**src/rtl/jtcps1_dwnld_bridge.sv**
```systemverilog
// jtcps1_dwnld_bridge
// -------------------
// Bridge between the ioctl ROM download stream and the SDRAM programming
// port during game load.
//   * The leading REGSIZE bytes are CPS-B configuration bytes. Each one is
//     sent out as a single-cycle cfg_we strobe and never reaches SDRAM.
//   * All later bytes are rebased by removing REGSIZE. Bytes in the GFX
//     region have address bits [2:1] swapped. The bytes are then queued in
//     a 2**FIFO_AW entry FIFO and issued as byte-masked SDRAM writes under
//     a prog_we / sdram_ack handshake.
//
// Optional build macro: JTCPS1_DWNLD_CHECKSUM_EN
//   Defined   : checksum is a 16-bit wrapping sum of the acknowledged data bytes.
//   Undefined : checksum is tied to zero.
//
// Ports
//   clk, rstn                 clock, asynchronous active-low reset
//   downloading               download in progress (ioctl_wr is ignored when low)
//   ioctl_addr/data/wr        download byte stream
//   prog_addr/data/mask/we    SDRAM write request (word address, byte, active-low lanes)
//   sdram_ack                 controller accepted the request
//   cfg_we/addr/data          CPS-B configuration byte strobe
//   busy                      FIFO not empty or a request outstanding
//   overflow                  sticky: a byte was dropped because the FIFO was full
//   checksum                  sum of written data bytes (see macro above)

module jtcps1_dwnld_bridge #(
    parameter int          REGSIZE   = 21,
    parameter logic [21:0] GFX_START = 22'h0A_8000,
    parameter logic [21:0] GFX_END   = 22'h3A_8000,
    parameter int          FIFO_AW   = 2
) (
    input  logic        clk,
    input  logic        rstn,
    input  logic        downloading,
    input  logic [22:0] ioctl_addr,
    input  logic [7:0]  ioctl_data,
    input  logic        ioctl_wr,
    output logic [21:0] prog_addr,
    output logic [7:0]  prog_data,
    output logic [1:0]  prog_mask,
    output logic        prog_we,
    input  logic        sdram_ack,
    output logic        cfg_we,
    output logic [4:0]  cfg_addr,
    output logic [7:0]  cfg_data,
    output logic        busy,
    output logic        overflow,
    output logic [15:0] checksum
);

    localparam int DEPTH = 1 << FIFO_AW;

    typedef enum logic {IDLE, REQ} state_t;

    state_t              state, state_nxt;
    logic [22:0]         b, r, b_sw;
    logic                in_gfx, accept, is_cfg, push, pop, full, drop;
    logic                dl_q, dl_rise;
    logic [FIFO_AW-1:0]  wr_ptr, rd_ptr;
    logic [FIFO_AW:0]    count;
    logic [30:0]         fifo_mem [DEPTH];   // {word address, byte select, data}
    logic                prog_lsb;

    // Address translation: remove the config header, then swap bits [2:1]
    // of the offset inside the GFX region.
    // NOTE: every signal written in always_comb is assigned first so no latch can be inferred.
    always_comb begin
        b      = ioctl_addr - 23'(REGSIZE);
        in_gfx = (b >= {1'b0, GFX_START}) && (b < {1'b0, GFX_END});
        r      = b - {1'b0, GFX_START};
        b_sw   = in_gfx ? {1'b0, GFX_START} + {r[22:3], r[1], r[2], r[0]} : b;
    end

    assign accept  = downloading & ioctl_wr;
    assign is_cfg  = ioctl_addr < 23'(REGSIZE);
    assign dl_rise = downloading & ~dl_q;
    assign full    = count == (FIFO_AW + 1)'(DEPTH);
    assign pop     = (state == IDLE) && (count != '0);
    // A push on a full FIFO only fits when a pop frees a slot on the same edge.
    assign push    = accept & ~is_cfg & (~full | pop);
    assign drop    = accept & ~is_cfg & full & ~pop;
    assign busy    = (count != '0) | prog_we;

    // NOTE: sequential state uses non-blocking assignments so every register samples pre-edge values.
    always_ff @(posedge clk or negedge rstn) begin
        if (!rstn) begin
            dl_q     <= 1'b0;
            cfg_we   <= 1'b0;
            cfg_addr <= '0;
            cfg_data <= '0;
            overflow <= 1'b0;
            wr_ptr   <= '0;
            rd_ptr   <= '0;
            count    <= '0;
            prog_addr <= '0;
            prog_data <= '0;
            prog_lsb  <= 1'b0;
        end else begin
            dl_q     <= downloading;
            cfg_we   <= accept & is_cfg;
            if (accept & is_cfg) begin
                cfg_addr <= ioctl_addr[4:0];
                cfg_data <= ioctl_data;
            end
            overflow <= (overflow & ~dl_rise) | drop;
            if (push) wr_ptr <= wr_ptr + FIFO_AW'(1);
            if (pop) begin
                rd_ptr <= rd_ptr + FIFO_AW'(1);
                {prog_addr, prog_lsb, prog_data} <= fifo_mem[rd_ptr];
            end
            case ({push, pop})
                2'b10:   count <= count + (FIFO_AW + 1)'(1);
                2'b01:   count <= count - (FIFO_AW + 1)'(1);
                default: count <= count;
            endcase
        end
    end

    // NOTE: the FIFO storage has no reset; the pointers and count alone define its contents.
    always_ff @(posedge clk) begin
        if (push) fifo_mem[wr_ptr] <= {b_sw, ioctl_data};
    end

    always_ff @(posedge clk or negedge rstn) begin
        if (!rstn) state <= IDLE;
        else       state <= state_nxt;
    end

    // Request FSM. prog_we and prog_mask are decoded from the state, so an
    // asynchronous reset drops the request immediately.
    always_comb begin
        state_nxt = state;
        prog_we   = 1'b0;
        prog_mask = 2'b11;
        case (state)
            IDLE: if (count != '0) state_nxt = REQ;
            REQ: begin
                prog_we   = 1'b1;
                prog_mask = prog_lsb ? 2'b01 : 2'b10;
                if (sdram_ack) state_nxt = IDLE;
            end
            default: state_nxt = IDLE;
        endcase
    end

`ifdef JTCPS1_DWNLD_CHECKSUM_EN
    always_ff @(posedge clk or negedge rstn) begin
        if (!rstn)                             checksum <= '0;
        else if (dl_rise)                      checksum <= '0;
        else if ((state == REQ) && sdram_ack)  checksum <= checksum + {8'd0, prog_data};
    end
`else
    assign checksum = 16'd0;
`endif

endmodule

```
**config.mk**
```make
export PLATFORM = sky130hd
export DESIGN_NAME = jtcps1_dwnld_bridge
export DESIGN_NICKNAME = d
export VERILOG_FILES = /design/src/rtl/jtcps1_dwnld_bridge.sv
export SDC_FILE = /design/constraint.sdc
export NUM_CORES = 1
export LEC_CHECK = 0
export ABC_AREA = 1
export CAP_MARGIN = 20
export CORE_MARGIN = 8
export CORE_UTILIZATION = 55
export CTS_CLUSTER_SIZE = 40
export DETAILED_ROUTE_END_ITERATION = 10
export GPL_TIMING_DRIVEN = 0
export PLACE_DENSITY = 0.85
export SETUP_SLACK_MARGIN = 0.05
export SYNTH_ARGS = -nofsm -noshare
export SYNTH_HDL_FRONTEND = slang
export SYNTH_SLANG_ARGS = --single-unit
```
**constraint.sdc**
```tcl
create_clock -name clk -period 2.9 [get_ports clk]
set_input_delay 0.87 -clock clk [delete_from_list [all_inputs] [get_ports clk]]
set_output_delay 0.87 -clock clk [all_outputs]
set_load 0.02 [all_outputs]
```
* Word level (Yosys, flattened, before mapping)
Memory sizes are Yosys's and may differ from the RTL's. A register that Yosys moved wholly into a read port is not among the register bits. Cells that the tools add are included.
Cells by class: add/subtract/negate cells 7, muxes and demuxes 10, bitwise operators 17, $lt $le $gt $ge 3, reduce and logical (&&, ||, !) cells 5, equal/unequal tests 3
Operator list (count):
- $add A20 B23 Y23 const A | 1
- $ge A23 B20 Y1 const B | 1
- $lt A23 B22 Y1 const B | 1
- $lt A23 B5 Y1 const B | 1
- $mux W23 | 1
- $sub A23 B20 Y23 const B | 1
- $sub A23 B5 Y23 const B | 1
- $and A1 B1 Y1 | 8
- $not A1 Y1 | 6
- $pmux W3 S2 | 1
- $mux W1 | 5
- $add A2 B1 Y2 const B | 2
- $mux W2 | 2
- $add A3 B1 Y3 const B | 1
- $eq A3 B3 Y1 const B | 1
- $or A1 B1 Y1 | 3
- $reduce_bool A3 Y1 | 1
- $sub A3 B1 Y3 const B | 1
- $eq A2 B1 Y1 const B | 1
- $eq A2 B2 Y1 const B | 1
- $logic_and A1 B1 Y1 | 2
- $pmux W1 S2 | 1
- $reduce_bool A2 Y1 | 1
- $logic_not A1 Y1 | 1
Word-level totals: bits in registers 24, memories 1, memory bits (writable) 124, logic and storage cells 55, input port bits 36
Memories:
- fifo_mem | words 4, bits a word 31, rd ports 1, clocked after Yosys merged registers in 1, write ports 1, RTL line 62 | logic [30:0] fifo_mem [DEPTH];

* Logic depth before layout (Yosys ltp)
word-level depth 6, gate-level depth with buffers 16, mapped depth without buffers 16

* Worst setup path after synthesis
Ideal clock, no wire load.
kind input-to-reg, start point input port ioctl_addr[4], end point memory fifo_mem[0][0], enable pin, data required time 2.481 ns, data arrival time 2.882 ns, stages 7, path slack -0.401 ns, library setup time 0.419 ns, cells stage by stage buf_4 -> inv_2 -> nor2_1 -> nand3_2 -> nand4_4 -> nand3_4 -> nor2_1
Between the ends: cells in the longest elaborated chain, start to end 6
RTL lines:
- from (decl) | RTL line 36 | input logic [22:0] ioctl_addr,
- $lt A23 B5 Y1 | RTL line 76 | assign is_cfg = ioctl_addr < 23'(REGSIZE);
- $not A1 Y1 | RTL line 81 | assign push = accept & ~is_cfg & (~full | pop);
- $and A1 B1 Y1 (2 in a row) | RTL line 81
- $mux W1 | RTL line 122 | if (push) fifo_mem[wr_ptr] <= {b_sw, ioctl_data};
- $mux W1 (not written as such) | RTL line 122
- to (decl) | RTL line 62
Every way passes these cells.

* Worst setup path after layout
start point input port ioctl_addr[0], end point memory fifo_mem[1][9] (data pin)
Between the ends: cells in the longest elaborated chain, start to end 4, elaborated cells between the ends (all ways) 7, those cells by class add/sub: 3; order compare: 2; mux: 1; reduce/logical: 1
RTL lines:
- $sub A23 B5 Y23 * | RTL line 69 | b = ioctl_addr - 23'(REGSIZE);
- net b[0] | RTL line 57 | logic [22:0] b, r, b_sw;
- $sub A23 B20 Y23 (tied with other cells) | RTL line 71 | r = b - {1'b0, GFX_START};
- $add A20 B23 Y23 / $logic_and A1 B1 Y1 (equally long branches) | RTL line 72, 70
- $mux W23 * | RTL line 72 | b_sw = in_gfx ? {1'b0, GFX_START} + {r[22:3], r[1], r[2], r[0]} : b;
- net b_sw[1] | RTL line 57
Mark *: on every way through the listed nets, which the timed path passes. The rest lies on a longest branch.

==> qor.csv <==
metric,value,unit
status,"finished, final reports clean",
synth_top_area_frac,0.483,
path_cells,clkdlybuf4s50_1 -> inv_2 -> ha_1 -> inv_1 -> nand2_1 -> nand2_2 -> nand2_4 -> nand2_2 -> nor2_2 -> nand3_1 -> nand2_2 -> nor2_2 -> nor2_1 -> nand2_1 -> nand3_2 -> nand2_1 -> nand2_1,
clk_pin_slew,0.07,ns
post-route-util,0.695,
hold_slack,0.462,ns
fin_nets,893,
cts.sinks,179,
max_slew_margin,0.549,
core,0.0138,mm2
routed_wl,18800,um
cp_data_arrival_time,2.97,ns
synth_seq_cells,179,
ys_seq_area_frac,0.662,
diodes,0,
finalCritPeriodShare,0.972,
boundaryPins,101,
path_class,in -> reg,
switchingPower,3.30,mW
drt_pass1_iterations,5,
grt_pass1_vias,5713,
synth-edff-count,124,
dp_hpwl,12700,um
critPathLaunchType,input port,
htree_levels,4,
crit_fanout,6,
grt_max_degree,31,
cp_data_required_time,3.05,ns
yosysTopAreaCell,edfxtp_1,
syn_avg_cell_area,10.6,um2
layout_common_cells,"181 x nor2_1, 124 x edfxtp_1, 92 x nand2_1, 82 x clkdlybuf4s50_1, 61 x o21ai_0",
p_leak,3.72,nW
synth_area,0.00770,mm2
cpPeakStageDelay,0.54,ns
p_comb_frac,0.363,
period_minus_slack,2.82,ns
slowest_stage,clkdlybuf4s50_1,
row_count,43,
p_int,5.53,mW
drv_cap,0,
hold_violations,0,
grt_pass1_wl,29000,um
setup_viol,0,
io_buffers,83,
hold_class,in -> async,
rsz0062_at_grt,true,
fmax,355,MHz
drv_slew,0,
synth_area_leaders,"edfxtp_1 48%, dfrtp_1 18%, nor2_1 9.1%",
synth_ff_type,edfxtp_1,
fin_skew,0.00780,ns
syn-instance-count,726,
gr-total-overflow,0,
start_util,0.559,
crit_path_frequent_cell,nand2_1,
clockRootBuffer,clkbuf_16,
async_flop_share,0.307,
total_power,8.82,mW
cts_tree,built,
avgRoutedWirePerCell,18.0,um
antenna_found_initial,0,
remaining_drc_errors,0,
die_w,134,um
area_growth,24.3,%
die_h,134,um
drive_above_1_share,0.119,
clock_latency,0.44,ns
clkPwrFrac,0.245,
finalSetupTns,0,ns
ctsHoldBuffers,0,
switching_share,0.374,
final_common_cell,nor2_1,
via_per_inst,5.43,
cts_inserted_buffers,17,
synth_cell_types,31,
routabilityCongestion,0.887,
dieArea,0.0180,mm2
dpl_worst_slack,-0.414,ns
layout_setup_ws,0.0805,ns
peakVddDrop,768,uV
worst_pin_slew,0.676,ns
drt_iter0_drc,498,
grt.total_usage,0.210,
antenna_left,0,
worst_setup_path_end_kind,register,
clockBufferDepth,2,
p_seq_frac,0.392,
p_per_area,921,mW/mm2
num_vias,5668,
yosysWarnings,0,
## kinds of logic (layout without fill, tap and decap cells)
group	Yosys count	count (layout)	share of synthesized area
buffers and inverters	92	215	0.0541
adders and majority gates	6	6	0.0107
AOI/OAI and AO/OA	109	109	0.0762
DFF	179	179	0.662
and+or+nand+nor	323	323	0.178
xor gates and xnor gates	16	16	0.0182
other	1	16	0.000487
## worst paths after layout
| path | startpoint | endpoint | slack (ns) | depth (start not counted) |
|---|---|---|---|---|
| min in group clk | cfg_data[2] | cfg_data[2] | 0.47 | 2 |
| worst max register to register | count[0] | prog_addr[1] | 0.98 | 5 |
| worst min-delay path | rstn | prog_data[4] | 0.46 | 1 |
| worst min register to register | cfg_data[2] | cfg_data[2] | 0.47 | 2 |
| max in group asynchronous | rstn | wr_ptr[0] | 1.82 | 2 |
| worst max-delay path | ioctl_addr[0] | fifo_mem[1][9] | 0.08 | 17 |
## cell type report
cell class	instances	area, um2
plain buffers	46	244
clock buffers	17	425
clock inverters	15	126
fillers	952	4200
inverters	46	173
multi-input cells	470	2290
flip-flops and latches	179	5100
well taps	180	225
repair buffers	91	988
## state kept, by name (all words and copies together), names as in the netlist, 2 cells and up
signal	count
cfg_addr	5
rd_ptr	2
prog_addr	22
count	3
prog_data	8
fifo_mem	124
wr_ptr	2
cfg_data	8
## synth_stat cells, types with 3 or more instances
master    count
a21oi_1       5
a31oi_1      30
buf_1         7
buf_2         6
buf_4        17
clkbuf_1     16
dfrtp_1      55
edfxtp_1    124
ha_1          5
inv_1        43
inv_2         3
nand2_1      95
nand2_2      10
nand3_1       9
nand3_2       3
nand4_1       6
nor2_1      186
nor2_2        6
nor2_4        4
o21ai_0      61
o21ai_1      11
xnor2_1       4
xor2_1       12
## worst max-delay path, delay by kind of cell
kind          cells  cell delay (ns)
simple gates     13             1.14
fa+ha+maj         1             0.24
buf+inv           3             0.69
## per-stage QoR
step	area, um2	std cells
after floorplan	7760	741
after global placement	8810	1004
after detailed placement	8950	1009
after CTS	9510	1041
after global routing	9580	1044
final	9580	1044
## power by group through the flow
stage          logic, mW  clock network [mW]  registers [mW]
2_1_floorplan       1.63                   0            3.74
3_3_place_gp        2.98                   0            3.50
3_5_place_dp        3.17                   0            3.50
4_1_cts             3.21                2.16            3.46
5_1_grt             3.50                2.26            3.50
6_report            3.21                2.16            3.46
## what timing repair did
| action | 4_1_cts | 5_1_grt |
|---|---|---|
| pin swaps | 0 | 5 |
| gates resized for setup | 1 | 6 |
| buffers inserted | 0 | 3 |
| endpoints found under the setup margin | 8 | 69 |
## layer usage
metal / global-route usage / vias up / wire length [um]
li1: - / 2650 / -
met2: 0.361 / 272 / 9590
met4: 0.107 / 0 / 602
met1: 0.236 / 2694 / 7060
met5: 0 / - / 0
met3: 0.0553 / 52 / 1590
(Power assumes the default switching activity.)
==> variant 1 (same flow settings) <==
Add a define of `JTCPS1_DWNLD_CHECKSUM_EN`.
--- a/src/rtl/jtcps1_dwnld_bridge.sv
+++ b/src/rtl/jtcps1_dwnld_bridge.sv
@@ -25,2 +25,4 @@
 //   checksum                  sum of written data bytes (see macro above)
+
+`define JTCPS1_DWNLD_CHECKSUM_EN
 
Formal check against the unedited RTL: not equivalent (a bounded check fails within 4 cycles, from zero or initial values and one cycle with rstn low).
==> variant 1 against the original RTL <==
Area after synthesis increased by 13%. Sequential cell count grew 16. Sequential share of layout area is 2.1 points lower. Cell count increased by 16%. Wire length increased by 18%. Highest routed layer unchanged. Critical path depth fell by 8. Sequential power up 11%. Power rose by 16%. Die area rose by 11%. Count of clock-buffer cells in the layout rose by 5. Core utilization decreased by 0.83 points. Largest cell class unchanged. Final area rose by 12%. Setup slack improved by 78 ps.
==> variant 1: results (changes against the original RTL) <==
status=finished, final reports clean; Layout Skew=11.0 ps (+3.17 ps); CTS buffer count=17 (unchanged); worst skew pair latency=440 ps (about the same); Synth async-reset ratio=36.4% (+5.7 points); largest net degree at the start of global routing=42 (+35%); first-pass GRT wire length=35,800 um (+23%); Total Wirelength=22,200 um (+18%); relative slew slack=58.3% (+3.4 points); synth warn=0 (unchanged); Port Buffers=98 (+18%); Hold-fix buffers, CTS=0 (unchanged); biggest regs=fifo_mem: 124 flops, prog_addr: 22 flops, checksum: 16 flops; pre-CTS WS=-405 ps (+8.65 ps); crit-path max FO=20 (+14); Global Route Usage Sum=23.0% (+2.0 points); via count=6,820 (+20%); number of flops mapped to enable cells by yosys=124 (unchanged); Final nets=1,036 (+16%); share of layout cells above drive strength 1=9.32% (-2.6 points); hpwl dp=15,000 um (+18%); top cells by count, synth=nor2_1 (207), nand2_1 (133), edfxtp_1 (124), dfrtp_1 (71), o21ai_0 (63); Worst Hold Slack=368 ps (-94.4 ps); sequential share of the synthesized area=63.3% (-3.0 points); initial antenna violation count=0 (unchanged); leakage=0.00430 uW (+16%); flop-to-flop setup slack=780 ps (-200 ps); main flop type after synthesis=edfxtp_1; max-slew violations=0 (unchanged); top cells by area, synth=edfxtp_1 (43%), dfrtp_1 (20%), nor2_1 (8.9%), nand2_1 (5.7%), o21ai_0 (3.6%); type of the worst min-delay path=primary input to asynchronous set/reset pin; DRT iter0 DRCs=868 (+74%); Peak VDD IR=0.692 mV (-9.9%); Distinct cells, synth=42 (+35%); number of global-route vias before repair=6,939 (+21%); P_sw=3910 uW (+19%); GPL Wtd Cong=0.919 (+3.6%); final worst path period share=94.5% (-2.7 points); Worst EP arrival=2880 ps (-90 ps)
## variant 1: cell types whose count changed after synthesis, moves of 9 or more
| cell | change |
|---|---|
| inv_1 | +15 |
| nor2_1 | +21 |
| nand2_1 | +38 |
| dfrtp_1 | +16 |
| a21oi_1 | +11 |
| buf_4 | -15 |
| nand3_1 | +9 |
## variant 1: repair_timing
action / 4_1_cts / 5_1_grt
gates resized for setup: 0 / 8
setup buffers: 0 / 4
endpoints found under the setup margin: 0 / 26
## variant 1: power groups by stage
stage	Combinational, uW	Sequential, uW	Clock (uW)
floorplan	2110	4150	0
global placement	3710	3880	0
detailed placement	3930	3890	0
CTS	4030	3840	2390
global route	4420	3890	2510
finish	4040	3850	2390
## variant 1: cell type report
type | instances | area (um^2)
fill | 1108 | 4900
timing repair buffer | 107 | 1150
tap | 216 | 270
clock buffer | 22 | 474
sequential | 195 | 5500
multi-input combinational | 568 | 2850
buffer | 32 | 146
clock inverter | 10 | 121
inverter | 64 | 240
## variant 1: worst max-delay path, stage by stage
cell	delay (ps)
clkdlybuf4s50_1	520
inv_1	150
nand2_1	100
nor2_4	110
nand2_4	90
nand4_4	150
nand3_4	200
nor2_4	440
buf_16	230
## variant 1: final timing paths
kind,from,to,cells after the start
max in group asynchronous,rstn,cfg_addr[1],2
min reg2reg,cfg_data[2],cfg_data[2],2
max,ioctl_addr[5],fifo_mem[1][24],9
min,rstn,checksum[14],1
min in group clk,cfg_data[2],cfg_data[2],2
max reg2reg,prog_data[4],checksum[13],12
## variant 1: kinds of logic (layout without fill, tap and decap cells)
group	after synthesis	count (layout)	share of synthesized area, %
flops	195	195	63.3
compound gates	135	135	8.71
fa+ha+maj	15	15	2.33
xor+xnor	18	18	1.81
buf+inv	96	235	4.45
simple gates	400	400	19.5
## variant 1: per-layer routing
metal  up-vias  global-route usage, %  wire length [um]
li1       3136                      -                 -
met1      3265                   28.2              8540
met2       374                   38.9             11200
met3        45                   4.70              2010
met4         0                   9.44               484
met5         -                      0                 0
## variant 1: per-stage QoR
step / util [%] / TNS, ps / cells / power [uW] / cell area [um^2]
2_1_floorplan: - / -41690 / 859 / 6260 / 8700
3_3_place_gp: 63.5 / -343850 / 1173 / 7590 / 9950
3_5_place_dp: 64.5 / -27270 / 1178 / 7830 / 10100
4_1_cts: 68.3 / 0 / 1210 / 10300 / 10700
5_1_grt: 68.7 / 0 / 1214 / 10800 / 10800
6_report: 68.7 / 0 / 1214 / 10300 / 10800
==> variant 2 (same settings) <==
Without the edit above. Put one more register stage on the output `overflow`, with the module's reset. The value now appears one clock later. The other outputs are not delayed to match.
--- a/src/rtl/jtcps1_dwnld_bridge.sv
+++ b/src/rtl/jtcps1_dwnld_bridge.sv
@@ -55,2 +55,4 @@
 
+    logic overflow_s0;
+
     state_t              state, state_nxt;
@@ -91,3 +93,3 @@
             cfg_data <= '0;
-            overflow <= 1'b0;
+            overflow_s0 <= 1'b0;
             wr_ptr   <= '0;
@@ -105,3 +107,3 @@
             end
-            overflow <= (overflow & ~dl_rise) | drop;
+            overflow_s0 <= (overflow_s0 & ~dl_rise) | drop;
             if (push) wr_ptr <= wr_ptr + FIFO_AW'(1);
@@ -156,2 +158,10 @@
 
+    always_ff @(posedge clk or negedge rstn) begin
+        if (!rstn) begin
+            overflow <= '0;
+        end else begin
+            overflow <= overflow_s0;
+        end
+    end
+
 endmodule
Formal check against the unedited RTL: not equivalent (Yosys sat finds a counterexample within 10 cycles, from zero or initial values and one cycle with rstn low).
==> variant 2 against the original RTL <==
Area after synthesis grew 0.32%. Non-clock buffer count grew 3. Wire length grew 3.1%. Critical path type unchanged. Critical endpoint is now fifo_mem[1][10]. First-iteration DRC count grew 22%. Final area grew 1.1%. Power grew 2.1%. Setup slack lost 9.7 ps. Sequential cell count grew 1.
==> variant 2: results (changes against the original RTL) <==
status=finished, final reports clean; origin of the worst min-delay path=overflow_s0; largest net degree at the start of global routing=38 (+23%); drt pass-1 iters=7 (+2); Mapped Avg Cell Area=10.6 um^2 (+0.19%); vias per cell=5.53 (+1.8%); R2R depth=5 (unchanged); Fill cells=892 (-6.3%); number of global-route vias before repair=5,771 (+1.0%); hpwl dp=12,400 um (-1.6%); leakage=0.00377 uW (+1.5%); H-tree depth=4 (unchanged); Port Buffers=83 (unchanged); WHS Path Cells=0; max-slew violations=0 (unchanged); GPL Wtd Cong=0.858 (-3.2%); Inst Count DP=1,010 (+0.099%); Layout Skew=11.7 ps (+3.94 ps); synth warn=0 (unchanged); Worst EP arrival=2990 ps (+20 ps); initial antenna violation count=1 (+1); Clock Tree Buf Depth=2 (unchanged); sequential share of the synthesized area=66.3% (+0.11 points); Hold EP=overflow; first-pass GRT wire length=29,800 um (+2.8%); type of the worst min-delay path=register to register; Global Route Usage Sum=21.3% (+0.31 points); worst skew pair latency=430 ps; diode count=0 (unchanged); Distinct cells, synth=31 (unchanged); Worst Setup SP=ioctl_addr[0]; crit-path max FO=6 (unchanged); share of layout cells above drive strength 1=12.3% (+0.41 points); top cells by area, synth=edfxtp_1 (48%), dfrtp_1 (18%), nor2_1 (9.0%), nand2_1 (4.6%), o21ai_0 (4.0%); Worst-path clk slew=70 ps (about the same); flop-to-flop setup slack=1020 ps (+40 ps); RR Endpoint=prog_addr[11]; placed inst area=0.00898 mm^2 (+0.28%); Total Wirelength=19,400 um (+3.1%); Hold-fix buffers, CTS=0 (unchanged); top cells by count, synth=nor2_1 (186), edfxtp_1 (124), nand2_1 (95), o21ai_0 (61), dfrtp_1 (56); relative slew slack=60.3% (+5.3 points); CTS buffer count=17 (unchanged); DRT iter0 DRCs=610 (+22%); number of flops mapped to enable cells by yosys=124 (unchanged); pre-CTS WS=-401 ps (+13.5 ps); clock root buffer=clkbuf_16; Final nets=897 (+0.45%); Routed WL per cell=18.5 um (+2.7%); Synth async-reset ratio=31.1% (+0.38 points); reg2reg start=count[0]; biggest regs=fifo_mem: 124 flops, prog_addr: 22 flops; Peak VDD IR=0.703 mV (-8.5%)
variant 2: worst max-delay path by stage:
stage | end | slack, ps | depth (start not counted)
finish | fifo_mem[1][10] | 70 | 16
global route | fifo_mem[1][10] | -70 | 16
CTS | fifo_mem[0][1] | 80 | 8
detailed placement | fifo_mem[0][9] | -400 | 16
global placement | fifo_mem[1][7] | -2010 | 7
floorplan | fifo_mem[0][0] | -400 | 7
variant 2: cell type report:
cell class	count	area (um^2)	share of cell area, %
multi-input cells	470	2310	23.8
flip-flops and latches	180	5120	52.9
clock inverters	15	169	1.75
inverters	46	173	1.78
well taps	180	225	2.33
clock buffers	17	425	4.40
repair buffers	94	1010	10.4
plain buffers	46	244	2.52
variant 2: power breakdown:
part | total [uW] | switching, uW | internal (uW) | leakage, uW
sequential | 3490 | 228 | 3260 | 0.00180
combinational | 3240 | 2070 | 1170 | 0.00169
clock | 2280 | 1060 | 1230 | 0.000287
variant 2: cells by family after synthesis:
group	Yosys count	share of synthesized area, %
other	1	0.0485
and+or+nand+nor	323	17.8
adders and majority gates	6	1.07
buffers and inverters	92	5.39
DFF	180	66.3
AOI/OAI and AO/OA	109	7.59
xor gates and xnor gates	16	1.81
variant 2: critical path, stage by stage:
cell and delay (ps):
clkdlybuf4s50_1 450, inv_2 160, ha_4 170, inv_1 50
nand2_1 80, nand2_2 110, nand2_4 140, nand2_1 100
nor2_2 160, nand3_1 110, nand2_2 120, nor2_1 40
nor2_1 90, nand2_1 120, nand4_1 110, nand2_2 100
variant 2: timing repair:
action	4_1_cts	5_1_grt
gates cloned	0	0
pin swaps	0	7
setup buffers	0	6
endpoints found under the setup margin	8	46
resized for setup	2	7
variant 2: metrics by stage:
step / TNS [ps] / hold WS, ps
finish: 0 / 375
global route: -515 / 381
CTS: 0 / 376
detailed placement: -23950 / 361
global placement: -293850 / 359
floorplan: -49760 / 348
variant 2: routing by layer:
metal	share of wire (%)	wire length, um	track usage (%)
met4	3.0	573	11.5
met2	51	9910	36.1
met1	37	7260	24.8
met5	0.067	13	0
met3	8.5	1650	4.68
